--- src/rtl/redirect_ctrl_if.sv ---
// Bundle between the ID/fetch side and the redirect controller.
// ID decisions and fetch readiness flow in; next-PC select, flushes, stall and the counter flow out.
interface redirect_ctrl_if #(
    parameter int unsigned PC_WIDTH  = 32,
    parameter int unsigned CNT_WIDTH = 16
);
    logic [6:0]           opcode;
    logic                 id_valid;
    logic                 operands_equal;
    logic [PC_WIDTH-1:0]  branch_target;
    logic [PC_WIDTH-1:0]  jump_target;
    logic                 fetch_ready;

    logic [1:0]           pc_src;
    logic [PC_WIDTH-1:0]  redirect_pc;
    logic                 flush_if;
    logic                 flush_id;
    logic                 stall_id;
    logic [CNT_WIDTH-1:0] redirect_count;

    modport master (
        output opcode, id_valid, operands_equal, branch_target, jump_target, fetch_ready,
        input  pc_src, redirect_pc, flush_if, flush_id, stall_id, redirect_count
    );

    modport slave (
        input  opcode, id_valid, operands_equal, branch_target, jump_target, fetch_ready,
        output pc_src, redirect_pc, flush_if, flush_id, stall_id, redirect_count
    );
endinterface

--- src/rtl/redirect_ctrl.sv ---
// Resolves taken BEQ/JMP in ID, holds a pending redirect while fetch is busy,
// issues a one-cycle redirect with IF/ID squash and counts applied redirects (saturating).
module redirect_ctrl #(
    parameter int unsigned PC_WIDTH  = 32,
    parameter int unsigned CNT_WIDTH = 16,
    parameter logic [6:0]  OP_BEQ    = 7'h63,
    parameter logic [6:0]  OP_JMP    = 7'h6F
) (
    input logic            clock,
    input logic            reset,
    redirect_ctrl_if.slave bus
);
    typedef enum logic [1:0] {
        IDLE     = 2'b00,
        WAIT     = 2'b01,
        REDIRECT = 2'b10
    } state_t;

    localparam logic [1:0] SRC_SEQ    = 2'b00;
    localparam logic [1:0] SRC_BRANCH = 2'b01;
    localparam logic [1:0] SRC_JUMP   = 2'b10;

    state_t               state_q, state_d;
    logic [1:0]           kind_q, kind_d;
    logic [PC_WIDTH-1:0]  target_q, target_d;

    logic [1:0]           pc_src_q, pc_src_d;
    logic [PC_WIDTH-1:0]  redirect_pc_q, redirect_pc_d;
    logic                 flush_q, flush_d;
    logic                 stall_q, stall_d;
    logic [CNT_WIDTH-1:0] count_q, count_d;

    logic                 take_branch_c;
    logic                 take_jump_c;

    assign take_branch_c = bus.id_valid && (bus.opcode == OP_BEQ) && bus.operands_equal;
    assign take_jump_c   = bus.id_valid && (bus.opcode == OP_JMP);

    // Next state, capture, and next registered outputs (outputs follow the next state).
    always_comb begin
        state_d       = state_q;
        kind_d        = kind_q;
        target_d      = target_q;
        pc_src_d      = SRC_SEQ;
        redirect_pc_d = redirect_pc_q;
        flush_d       = 1'b0;
        stall_d       = 1'b0;
        count_d       = count_q;

        case (state_q)
            IDLE: begin
                if (take_jump_c) begin
                    kind_d   = SRC_JUMP;
                    target_d = bus.jump_target;
                    state_d  = bus.fetch_ready ? REDIRECT : WAIT;
                end else if (take_branch_c) begin
                    kind_d   = SRC_BRANCH;
                    target_d = bus.branch_target;
                    state_d  = bus.fetch_ready ? REDIRECT : WAIT;
                end
            end
            WAIT: begin
                if (bus.fetch_ready) begin
                    state_d = REDIRECT;
                end
            end
            REDIRECT: begin
                state_d = IDLE;
            end
            default: begin
                state_d = IDLE;
            end
        endcase

        if (state_d == REDIRECT) begin
            pc_src_d      = kind_d;
            redirect_pc_d = target_d;
            flush_d       = 1'b1;
            if (count_q != {CNT_WIDTH{1'b1}}) begin
                count_d = count_q + CNT_WIDTH'(1);
            end
        end

        if (state_d == WAIT) begin
            stall_d = 1'b1;
        end
    end

    always_ff @(posedge clock) begin
        if (reset) begin
            state_q       <= IDLE;
            kind_q        <= SRC_SEQ;
            target_q      <= '0;
            pc_src_q      <= SRC_SEQ;
            redirect_pc_q <= '0;
            flush_q       <= 1'b0;
            stall_q       <= 1'b0;
            count_q       <= '0;
        end else begin
            state_q       <= state_d;
            kind_q        <= kind_d;
            target_q      <= target_d;
            pc_src_q      <= pc_src_d;
            redirect_pc_q <= redirect_pc_d;
            flush_q       <= flush_d;
            stall_q       <= stall_d;
            count_q       <= count_d;
        end
    end

    assign bus.pc_src         = pc_src_q;
    assign bus.redirect_pc    = redirect_pc_q;
    assign bus.flush_if       = flush_q;
    assign bus.flush_id       = flush_q;
    assign bus.stall_id       = stall_q;
    assign bus.redirect_count = count_q;
endmodule

--- src/flat_wrapper.sv ---
// flat-port wrapper written by rule: the top's interface ports become plain ports
module redirect_ctrl_flat 
#(
    parameter int unsigned PC_WIDTH  = 32,
    parameter int unsigned CNT_WIDTH = 16,
    parameter logic [6:0]  OP_BEQ    = 7'h63,
    parameter logic [6:0]  OP_JMP    = 7'h6F
)
  (clock, reset, bus_opcode, bus_id_valid, bus_operands_equal, bus_branch_target, bus_jump_target, bus_fetch_ready, bus_pc_src, bus_redirect_pc, bus_flush_if, bus_flush_id, bus_stall_id, bus_redirect_count);
  redirect_ctrl_if #(.PC_WIDTH(PC_WIDTH), .CNT_WIDTH(CNT_WIDTH)) bus_i ();
  input logic clock;
  input logic reset;
  input wire logic [$bits(bus_i.opcode)-1:0] bus_opcode;
  input wire logic [$bits(bus_i.id_valid)-1:0] bus_id_valid;
  input wire logic [$bits(bus_i.operands_equal)-1:0] bus_operands_equal;
  input wire logic [$bits(bus_i.branch_target)-1:0] bus_branch_target;
  input wire logic [$bits(bus_i.jump_target)-1:0] bus_jump_target;
  input wire logic [$bits(bus_i.fetch_ready)-1:0] bus_fetch_ready;
  output wire logic [$bits(bus_i.pc_src)-1:0] bus_pc_src;
  output wire logic [$bits(bus_i.redirect_pc)-1:0] bus_redirect_pc;
  output wire logic [$bits(bus_i.flush_if)-1:0] bus_flush_if;
  output wire logic [$bits(bus_i.flush_id)-1:0] bus_flush_id;
  output wire logic [$bits(bus_i.stall_id)-1:0] bus_stall_id;
  output wire logic [$bits(bus_i.redirect_count)-1:0] bus_redirect_count;
  assign bus_i.opcode = bus_opcode;
  assign bus_i.id_valid = bus_id_valid;
  assign bus_i.operands_equal = bus_operands_equal;
  assign bus_i.branch_target = bus_branch_target;
  assign bus_i.jump_target = bus_jump_target;
  assign bus_i.fetch_ready = bus_fetch_ready;
  assign bus_pc_src = bus_i.pc_src;
  assign bus_redirect_pc = bus_i.redirect_pc;
  assign bus_flush_if = bus_i.flush_if;
  assign bus_flush_id = bus_i.flush_id;
  assign bus_stall_id = bus_i.stall_id;
  assign bus_redirect_count = bus_i.redirect_count;
  redirect_ctrl #(.PC_WIDTH(PC_WIDTH), .CNT_WIDTH(CNT_WIDTH), .OP_BEQ(OP_BEQ), .OP_JMP(OP_JMP)) u_core (.clock(clock), .reset(reset), .bus(bus_i));
endmodule
--- config.mk ---
export PLATFORM = sky130hd
export DESIGN_NAME = redirect_ctrl_flat
export DESIGN_NICKNAME = d
export VERILOG_FILES = /design/src/rtl/redirect_ctrl_if.sv /design/src/rtl/redirect_ctrl.sv /design/src/flat_wrapper.sv
export SDC_FILE = /design/constraint.sdc
export NUM_CORES = 1
export LEC_CHECK = 0
export CAP_MARGIN = 40
export CORE_MARGIN = 2
export CORE_UTILIZATION = 41
export DETAILED_ROUTE_END_ITERATION = 7
export GPL_TIMING_DRIVEN = 1
export MAX_ROUTING_LAYER = met4
export PLACE_DENSITY = 0.83
export SETUP_SLACK_MARGIN = 0.1
export SKIP_CTS_REPAIR_TIMING = 1
export SLEW_MARGIN = 40
export SYNTH_ARGS = -nofsm -noshare
export SYNTH_HDL_FRONTEND = slang
export SYNTH_SLANG_ARGS = --single-unit
--- constraint.sdc ---
create_clock -name clock -period 2.1 [get_ports clock]
set_input_delay 0.42 -clock clock [delete_from_list [all_inputs] [get_ports clock]]
set_output_delay 0.42 -clock clock [all_outputs]
set_load 0.005 [all_outputs]
Word level (Yosys, flattened, before mapping). Index checks and enable logic that the tools add are counted.

Register bits after elaboration: 88. Bits of input ports: 76. Output and inout bits: 53. Logic and storage cells: 35.

$add $sub $neg: 1. Equality and inequality tests: 6. Muxes and demuxes: 13. Bitwise operators: 1. Reduce and logical (&&, ||, !) cells: 6.

Operator list (count): 2-to-1 mux 32 bit (3); adder 16 x 1 -> 16 bit (second input constant) (1); != test 16 bit (second input constant) (1); == test 7 bit (second input constant) (2); 2-to-1 mux 2 bit (7); == test 2 x 1 -> 1 bit (second input constant) (2); one-hot mux 2 bit (2 select lines) (1); logical AND 1 bit (3); == test 2 bit (second input constant) (1); zero test 2 bit (1); 2-to-1 mux 1 bit (2); AND reduction 2 bit (1); OR reduction 2 bit (1); NOT 1 bit (1).

Depth between registers and ports, before layout. Gate-level depths: netlist of the first run.

Depth after elaboration: 9. Mapped depth: 8. Mapped depth without buffers: 6.

Least setup slack after synthesis of the first run. OpenSTA, ideal clock, no wires.

Kind: input to register. Start: input bus_opcode[3]. End: register u_core.count_q[9], in the netlist u_core.bus.redirect_count[9]. Library setup time: 121 ps. Data arrival time: 2117 ps. Data required time: 1979 ps. Slack: -138 ps. Stages on the path: 7. Path buffers: 2. Cells stage by stage: buf_6 > or3b_4 > a211oi_4 > o21ai_2 > buf_6 > nor4b_1 > mux2_2.

Word-level cells in the longest chain between the ends: 8. Elaborated cells between the ends (all ways): 10. Classes of those cells: 3 x eq/ne; 3 x mux; 4 x reduce/logical.

Ends and longest elaborated chain: start, declared (line flat_wrapper.sv:13) `input wire logic [$bits(bus_i.opcode)-1:0] bus_opcode;`; == test 7 bit (line redirect_ctrl.sv:36) `assign take_branch_c = bus.id_valid && (bus.opcode == OP_BEQ) && bus.operands_equal;`; logical AND 1 bit (2 in series) (line redirect_ctrl.sv:36); 2-to-1 mux 2 bit (line redirect_ctrl.sv:56) `end else if (take_branch_c) begin`; 2-to-1 mux 2 bit (*) (line redirect_ctrl.sv:52) `if (take_jump_c) begin`; one-hot mux 2 bit (2 select lines) (*) (line redirect_ctrl.sv:50) `case (state_q)`; == test 2 bit (*) (line redirect_ctrl.sv:75) `if (state_d == REDIRECT) begin`; AND reduction 2 bit (no source line) (*); end signal, assigned (line redirect_ctrl.sv:107) `count_q <= count_d;`; end, declared (line redirect_ctrl.sv:31) `logic [CNT_WIDTH-1:0] count_q, count_d;`.

Mark *: on every way between the ends. The rest lies on a longest branch, timed or not. A chain may end at the register's enable or synchronous reset.

Worst setup path in the final report of the first run.
Start: input bus_id_valid. End: register u_core.count_q[15], in the netlist u_core.bus.redirect_count[15].

Word-level cells in the longest chain between the ends: 7. Elaborated cells between the ends (all ways): 8. Classes of those cells: 1 x eq/ne; 3 x mux; 4 x reduce/logical.

Ends and longest elaborated chain: start, declared (line flat_wrapper.sv:14) `input wire logic [$bits(bus_i.id_valid)-1:0] bus_id_valid;`; logical AND 1 bit (2 in series) (line redirect_ctrl.sv:36); 2-to-1 mux 2 bit (line redirect_ctrl.sv:56); 2-to-1 mux 2 bit (*) (line redirect_ctrl.sv:52); one-hot mux 2 bit (2 select lines) (*) (line redirect_ctrl.sv:50); == test 2 bit (*) (line redirect_ctrl.sv:75); AND reduction 2 bit (no source line) (*).

Marks and branches as above.

==> results of run 1 <==
cells by family (layout without fill, tap and decap cells):
group / after synthesis / count (layout) / share of synthesized area [%]
mux: 10 / 10 / 3.02
buf+inv: 43 / 183 / 4.97
fa+ha+maj: 1 / 1 / 0.336
other cells: 0 / 2 / 0
compound gates: 120 / 121 / 22.4
simple gates: 146 / 146 / 22.0
flops: 88 / 88 / 47.3
worst paths after layout:
| check | depth (start not counted) | endpoint | slack (ps) | start |
|---|---|---|---|---|
| max reg2reg | 5 | u_core.bus.redirect_count[15]$_SDFFE_PP0P_ | 200 | u_core.bus.redirect_count[3]$_SDFFE_PP0P_ |
| min | 2 | u_core.kind_q[0]$_SDFF_PP0_ | 460 | reset |
| max | 8 | u_core.bus.redirect_count[15]$_SDFFE_PP0P_ | 190 | bus_id_valid |
| min reg2reg | 2 | u_core.bus.redirect_pc[24]$_SDFFE_PP0N_ | 500 | u_core.bus.redirect_pc[24]$_SDFFE_PP0N_ |
routing by layer:
metal	global-route usage (%)	vias up
li1	-	1794
met1	26.6	1789
met2	35.7	149
met3	4.85	13
met4	6.22	0
met5	-	-
critical path, stage by stage:
cell             delay (ps)
clkdlybuf4s50_1         480
nand2_2                  80
buf_4                   150
a211oi_4                150
buf_6                   160
o211ai_1                110
or4_1                   510
a21oi_1                 130
cell type report:
type,count,share of cell area [%]
multi-input combinational,278,32.8
sequential,88,31.5
timing repair buffer,160,28.7
tap,108,2.40
clock buffer,9,2.20
clock inverter,7,1.87
inverter,7,0.467
antenna,2,0.0890
through the flow:
step                      instances  TNS (ps)  total power [uW]
after floorplan                 408         0              1820
after global placement          639    -21420              2000
after detailed placement        639    -25120              2000
after CTS                       655      -634              3300
after global routing            658         0              3390
final                           659         0              3270
power breakdown:
group | leakage [uW] | total (uW) | switching (uW) | internal (uW)
sequential | 0.000712 | 1670 | 1.28 | 1670
combinational | 0.00112 | 291 | 102 | 188
clock | 0.000112 | 1310 | 627 | 684
total | 0.00195 | 3270 | 730 | 2540
state kept, by name, indices dropped and copies added (netlist names):
signal                     count
u_core.target_q               32
u_core.bus.flush_id            1
u_core.bus.stall_id            1
u_core.state_q                 2
u_core.bus.redirect_count     16
u_core.kind_q                  2
u_core.bus.pc_src              2
u_core.bus.redirect_pc        32
cells in the final DEF (no fill, tap or decap), drive strengths merged, types with 2 or more instances in the layout:
| cell type | n |
|---|---|
| a31oi | 2 |
| nand2 | 9 |
| nor4 | 5 |
| clkinv | 3 |
| mux2 | 10 |
| dlymetal6s2s | 7 |
| nor3 | 12 |
| nor4b | 2 |
| or4 | 11 |
| bufinv | 2 |
| or3 | 3 |
| nand3 | 8 |
| and2 | 3 |
| clkdlybuf4s50 | 120 |
| nand2b | 2 |
| and3 | 2 |
| a21oi | 16 |
| nand4 | 2 |
| o21a | 2 |
| diode | 2 |
| o31ai | 19 |
| nor2b | 4 |
| a21o | 2 |
| dfxtp | 88 |
| nor2 | 47 |
| o22ai | 23 |
| o21ai | 31 |
| inv | 8 |
| buf | 33 |
| clkbuf | 9 |
| o32a | 23 |
| nand3b | 33 |
==> reports/metrics.cfg, run 1 <==
[route]
route.top_layer_used = met4
num_vias = 3745
drc_errors = 0
drt_iter0_drc = 78
wl_met2_um = 5150
drt_first_pass_iters = 4
ant_nets = 0
routed_via_density = 5.68
wirelength_met1_um = 4560
routed_wirelength_um = 10600
wl_per_cell_um = 16.0
wl_met3_um = 772

[die]
die-area_um2 = 9870
floorplan.initialDensity_pct = 42.5
rows = 34
io_pins = 129
fp.dieW_um = 99.3
core-area_um2 = 8760
die_h_um = 99.3

[sta]
maxSlewViolCount = 0
fmax_mhz = 524
setup_ws_ps = 192
hold_viol = 0
fin_crit_ps = 1910
setup_viol = 0
worst_slew_pin_slew_ps = 452
period_share_pct = 90.9
skew_ps = 9.65
rsz0062_at_grt = false
hold-worst-slack_ps = 456
max_slew_margin_pct = 69.9

[final_layout]
drive_gt1_share_pct = 14.4
nets = 621
seq_area_um2 = 1770
fin_area_um2 = 5620
n_fill_cell = 743
multi_input_area_um2 = 1840
area_growth_pct = 50.8
postLayoutCoreUtil_pct = 64.1

[synthesis]
synthMostInstantiatedCell = dfxtp_1
synth.net_count = 485
synth-seq-cells = 88
synth_cells = 408
yosysTopAreaCellShare_pct = 47.3
netlist_area_um2 = 3730
async_flop_share_pct = 0
ys_seq_area_share_pct = 47.3
ys.flop_type = dfxtp_1
synth.distinct_cells = 40
ys_top_cells_by_count = dfxtp_1 (88), nor2_1 (47), nand3b_1 (33), o21ai_0 (29), clkbuf_1 (28)
syn_area_per_cell_um2 = 9.14
synth_edf_count = 0
yosys_warnings = 0
synth_area_leader_cell = dfxtp_1
ys_top_cells_by_area = dfxtp_1 (47%), nand3b_1 (6.6%), o32a_1 (6.2%)

[pwr]
power_density_nw_per_um2 = 582
cellLeakagePower_uw = 0.00195
ir_worst_vdd_mv = 0.316

[global_route]
antenna_found_initial = 1
grt.overflow.total = 0
grt_usage_pct = 21.6
grt_max_degree = 72
grt_pass1_vias = 3582
grt_pass1_wl_um = 16800

[worst_setup_path]
worstSetupPathType = primary input to flop
worstSetupEndpointType = flop
start_kind = primary input
cp.arrival_ps = 2190
path_max_fanout = 5
critPathRequiredTime_ps = 2380

[cts]
clock_tree.buffer_depth = 2
clkTransAtPathRegs_ps = 90
root_buffer = clkbuf_8
cts_tree = done
clock_sinks = 88
htreeDepth = 3
cts_made_buffers = 9
clk_latency_ps = 350

[job]
drv_cap = 0

[placement]
portBuffers = 128
place_area_um2 = 5310
place_congestion = 0.810
dp_slack_ps = -498
detailed_place_hpwl_um = 7350

[status]
status = finished, final reports clean

[hold_path]
hold_path_class = primary input to flop

Note: power is estimated with default switching activity, not from simulation.
==> run 2, diff against run 1 <==
--- a/config.mk
+++ b/config.mk
@@ -9,6 +9,7 @@
 export CORE_MARGIN = 2
 export CORE_UTILIZATION = 41
 export DETAILED_ROUTE_END_ITERATION = 7
+export GPL_ROUTABILITY_DRIVEN = 0
 export GPL_TIMING_DRIVEN = 1
 export MAX_ROUTING_LAYER = met4
 export PLACE_DENSITY = 0.83
==> constraint.sdc (replaced) <==
create_clock -name clock -period 2.1 [get_ports clock]
set_input_delay 0.21 -clock clock [delete_from_list [all_inputs] [get_ports clock]]
set_output_delay 0.21 -clock clock [all_outputs]
set_load 0.005 [all_outputs]
==> reports/metrics.cfg, run 2 (synthesized netlist as in run 1, its figures left out) <==
[global_route]
grt.overflow.total = 0  ; unchanged
grt_usage_pct = 22.2  ; +0.64 points
grt_pass1_vias = 3669  ; +2.4%
antenna_found_initial = 0  ; -1
grt_max_degree = 72  ; unchanged
grt_pass1_wl_um = 17400  ; +3.7%

[cts]
root_buffer = clkbuf_8
clk_latency_ps = 340  ; about the same
htreeDepth = 3  ; unchanged
clkTransAtPathRegs_ps = 80  ; about the same
cts_made_buffers = 9  ; unchanged
clock_tree.buffer_depth = 2  ; unchanged
cts_tree = done
clock_sinks = 88  ; unchanged

[sta]
fin_crit_ps = 1930  ; +19.6 ps
maxSlewViolCount = 0  ; unchanged
fmax_mhz = 519  ; -1.0%
period_share_pct = 91.8  ; +0.93 points
setup_viol = 0  ; unchanged
hold_viol = 0  ; unchanged
skew_ps = 9.14  ; -0.513 ps
hold-worst-slack_ps = 249  ; -207 ps
rsz0062_at_grt = false
worst_slew_pin_slew_ps = 420  ; -31.7 ps
max_slew_margin_pct = 71.7  ; +1.9 points
tns_ps = 0  ; unchanged

[final_layout]
drive_gt1_share_pct = 16.9  ; +2.5 points
postLayoutCoreUtil_pct = 64.5  ; +0.40 points
nets = 622  ; +0.16%
layout_common_cells = clkdlybuf4s50_1 (124), dfxtp_1 (83), nor2_1 (46), nand3b_1 (33), o21ai_0 (28)
final_common_cell = clkdlybuf4s50_1
area_growth_pct = 51.7
n_fill_cell = 734  ; -1.2%
num_antenna_cells = 0  ; -2

[job]
drv_cap = 0  ; unchanged

[route]
routed_via_density = 5.67  ; -0.22%
wl_per_cell_um = 16.5  ; +3.0%
ant_nets = 0  ; unchanged
routed_wirelength_um = 10900  ; +2.9%
drt_first_pass_iters = 4  ; unchanged
drt_iter0_drc = 83  ; +6.4%
drc_errors = 0  ; unchanged
num_vias = 3731  ; -0.37%

[die]
die_h_um = 99.3  ; unchanged
fp.dieW_um = 99.3  ; unchanged
floorplan.initialDensity_pct = 42.5  ; unchanged
io_pins = 129  ; unchanged
die-area_um2 = 9870  ; unchanged
core-area_um2 = 8760  ; unchanged
rows = 34  ; unchanged

[worst_setup_path]
critPathRequiredTime_ps = 2370  ; about the same
worstSetupPathType = primary input to flop
reg2regPathDepth = 5  ; unchanged
cp_num_buf_inv = 3  ; unchanged
slowest_stage = or4_1
start_kind = primary input
cp.arrival_ps = 2200  ; about the same
path_cells = clkdlybuf4s50_1, nand4b_1, buf_4, a211oi_4, o21ai_4, buf_12, or4_1, a21oi_1
worstSetupEndpointType = flop
critPathTopFamily = buffers and inverters
path_depth = 8  ; unchanged
path_max_fanout = 8  ; +3
critical_path.max_stage_delay_ps = 510  ; about the same

[status]
status = finished, final reports clean

[hold_path]
hold_depth = 2  ; unchanged
hold_path_class = primary input to flop

[placement]
portBuffers = 128  ; unchanged
detailed_place_hpwl_um = 7710  ; +4.9%

[pwr]
ir_worst_vdd_mv = 0.386  ; +22%
cellLeakagePower_uw = 0.00193  ; -0.98%
power_density_nw_per_um2 = 567  ; -2.7%
power.total_uw = 3210  ; -2.1%

run 2: cell types whose count changed in the layout (fill, tap and decap cells not counted), sizes merged:
cell           change
clkdlybuf4s50      +4
dlymetal6s2s       -4
clkbuf             +3
diode              -2
buf                +1
clkinv             -1
inv                -1
o21ai              -1
run 2: area by class of cell:
class / count / area (um^2) / share of cell area (%)
Timing Repair Buffer: 162 / 1630 / 28.8
Tap cell: 108 / 135 / 2.39
Clock inverter: 5 / 81.3 / 1.44
Multi-Input combinational cell: 277 / 1890 / 33.4
Clock buffer: 11 / 131 / 2.32
Inverter: 7 / 26.3 / 0.465
Sequential cell: 88 / 1770 / 31.3
run 2: path summary, 6_finish.rpt:
kind	start	to	slack [ps]
worst max-delay path	bus_opcode[4]	u_core.bus.redirect_count[11]$_SDFFE_PP0P_	170
worst min-delay path	reset	u_core.kind_q[1]$_SDFF_PP0_	250
worst max register to register	u_core.bus.redirect_count[5]$_SDFFE_PP0P_	u_core.bus.redirect_count[15]$_SDFFE_PP0P_	190
worst min register to register	u_core.bus.redirect_pc[20]$_SDFFE_PP0N_	u_core.bus.redirect_pc[20]$_SDFFE_PP0N_	490
run 2: per-stage QoR:
stage,cell area [um^2],setup WS (ps),cells
final,5660,172,658
after global routing,5660,74.2,658
after CTS,5480,-13.9,653
after detailed placement,5270,-362,637
after global placement,5270,-262,637
after floorplan,3730,106,408
run 2: where the power goes:
part           total [uW]  switching (uW)  internal (uW)
Clock                1250             574            672
Sequential           1670            1.38           1670
Combinational         288             103            185
Total                3210             679           2530
run 2: metal layers:
| layer | global-route usage [%] | up-vias | wire, um |
|---|---|---|---|
| met5 | - | - | 0 |
| met4 | 5.80 | 0 | 93 |
| met3 | 4.01 | 10 | 573 |
| met2 | 38.3 | 118 | 5560 |
| met1 | 26.9 | 1808 | 4640 |
| li1 | - | 1795 | - |
==> run 3, diff against run 2 <==
--- a/config.mk
+++ b/config.mk
@@ -9,7 +9,6 @@
 export CORE_MARGIN = 2
 export CORE_UTILIZATION = 41
 export DETAILED_ROUTE_END_ITERATION = 7
-export GPL_ROUTABILITY_DRIVEN = 0
 export GPL_TIMING_DRIVEN = 1
 export MAX_ROUTING_LAYER = met4
 export PLACE_DENSITY = 0.83
==> results of run 3 <==
No change in the layout: final DEF, timing and power equal those of run 2.
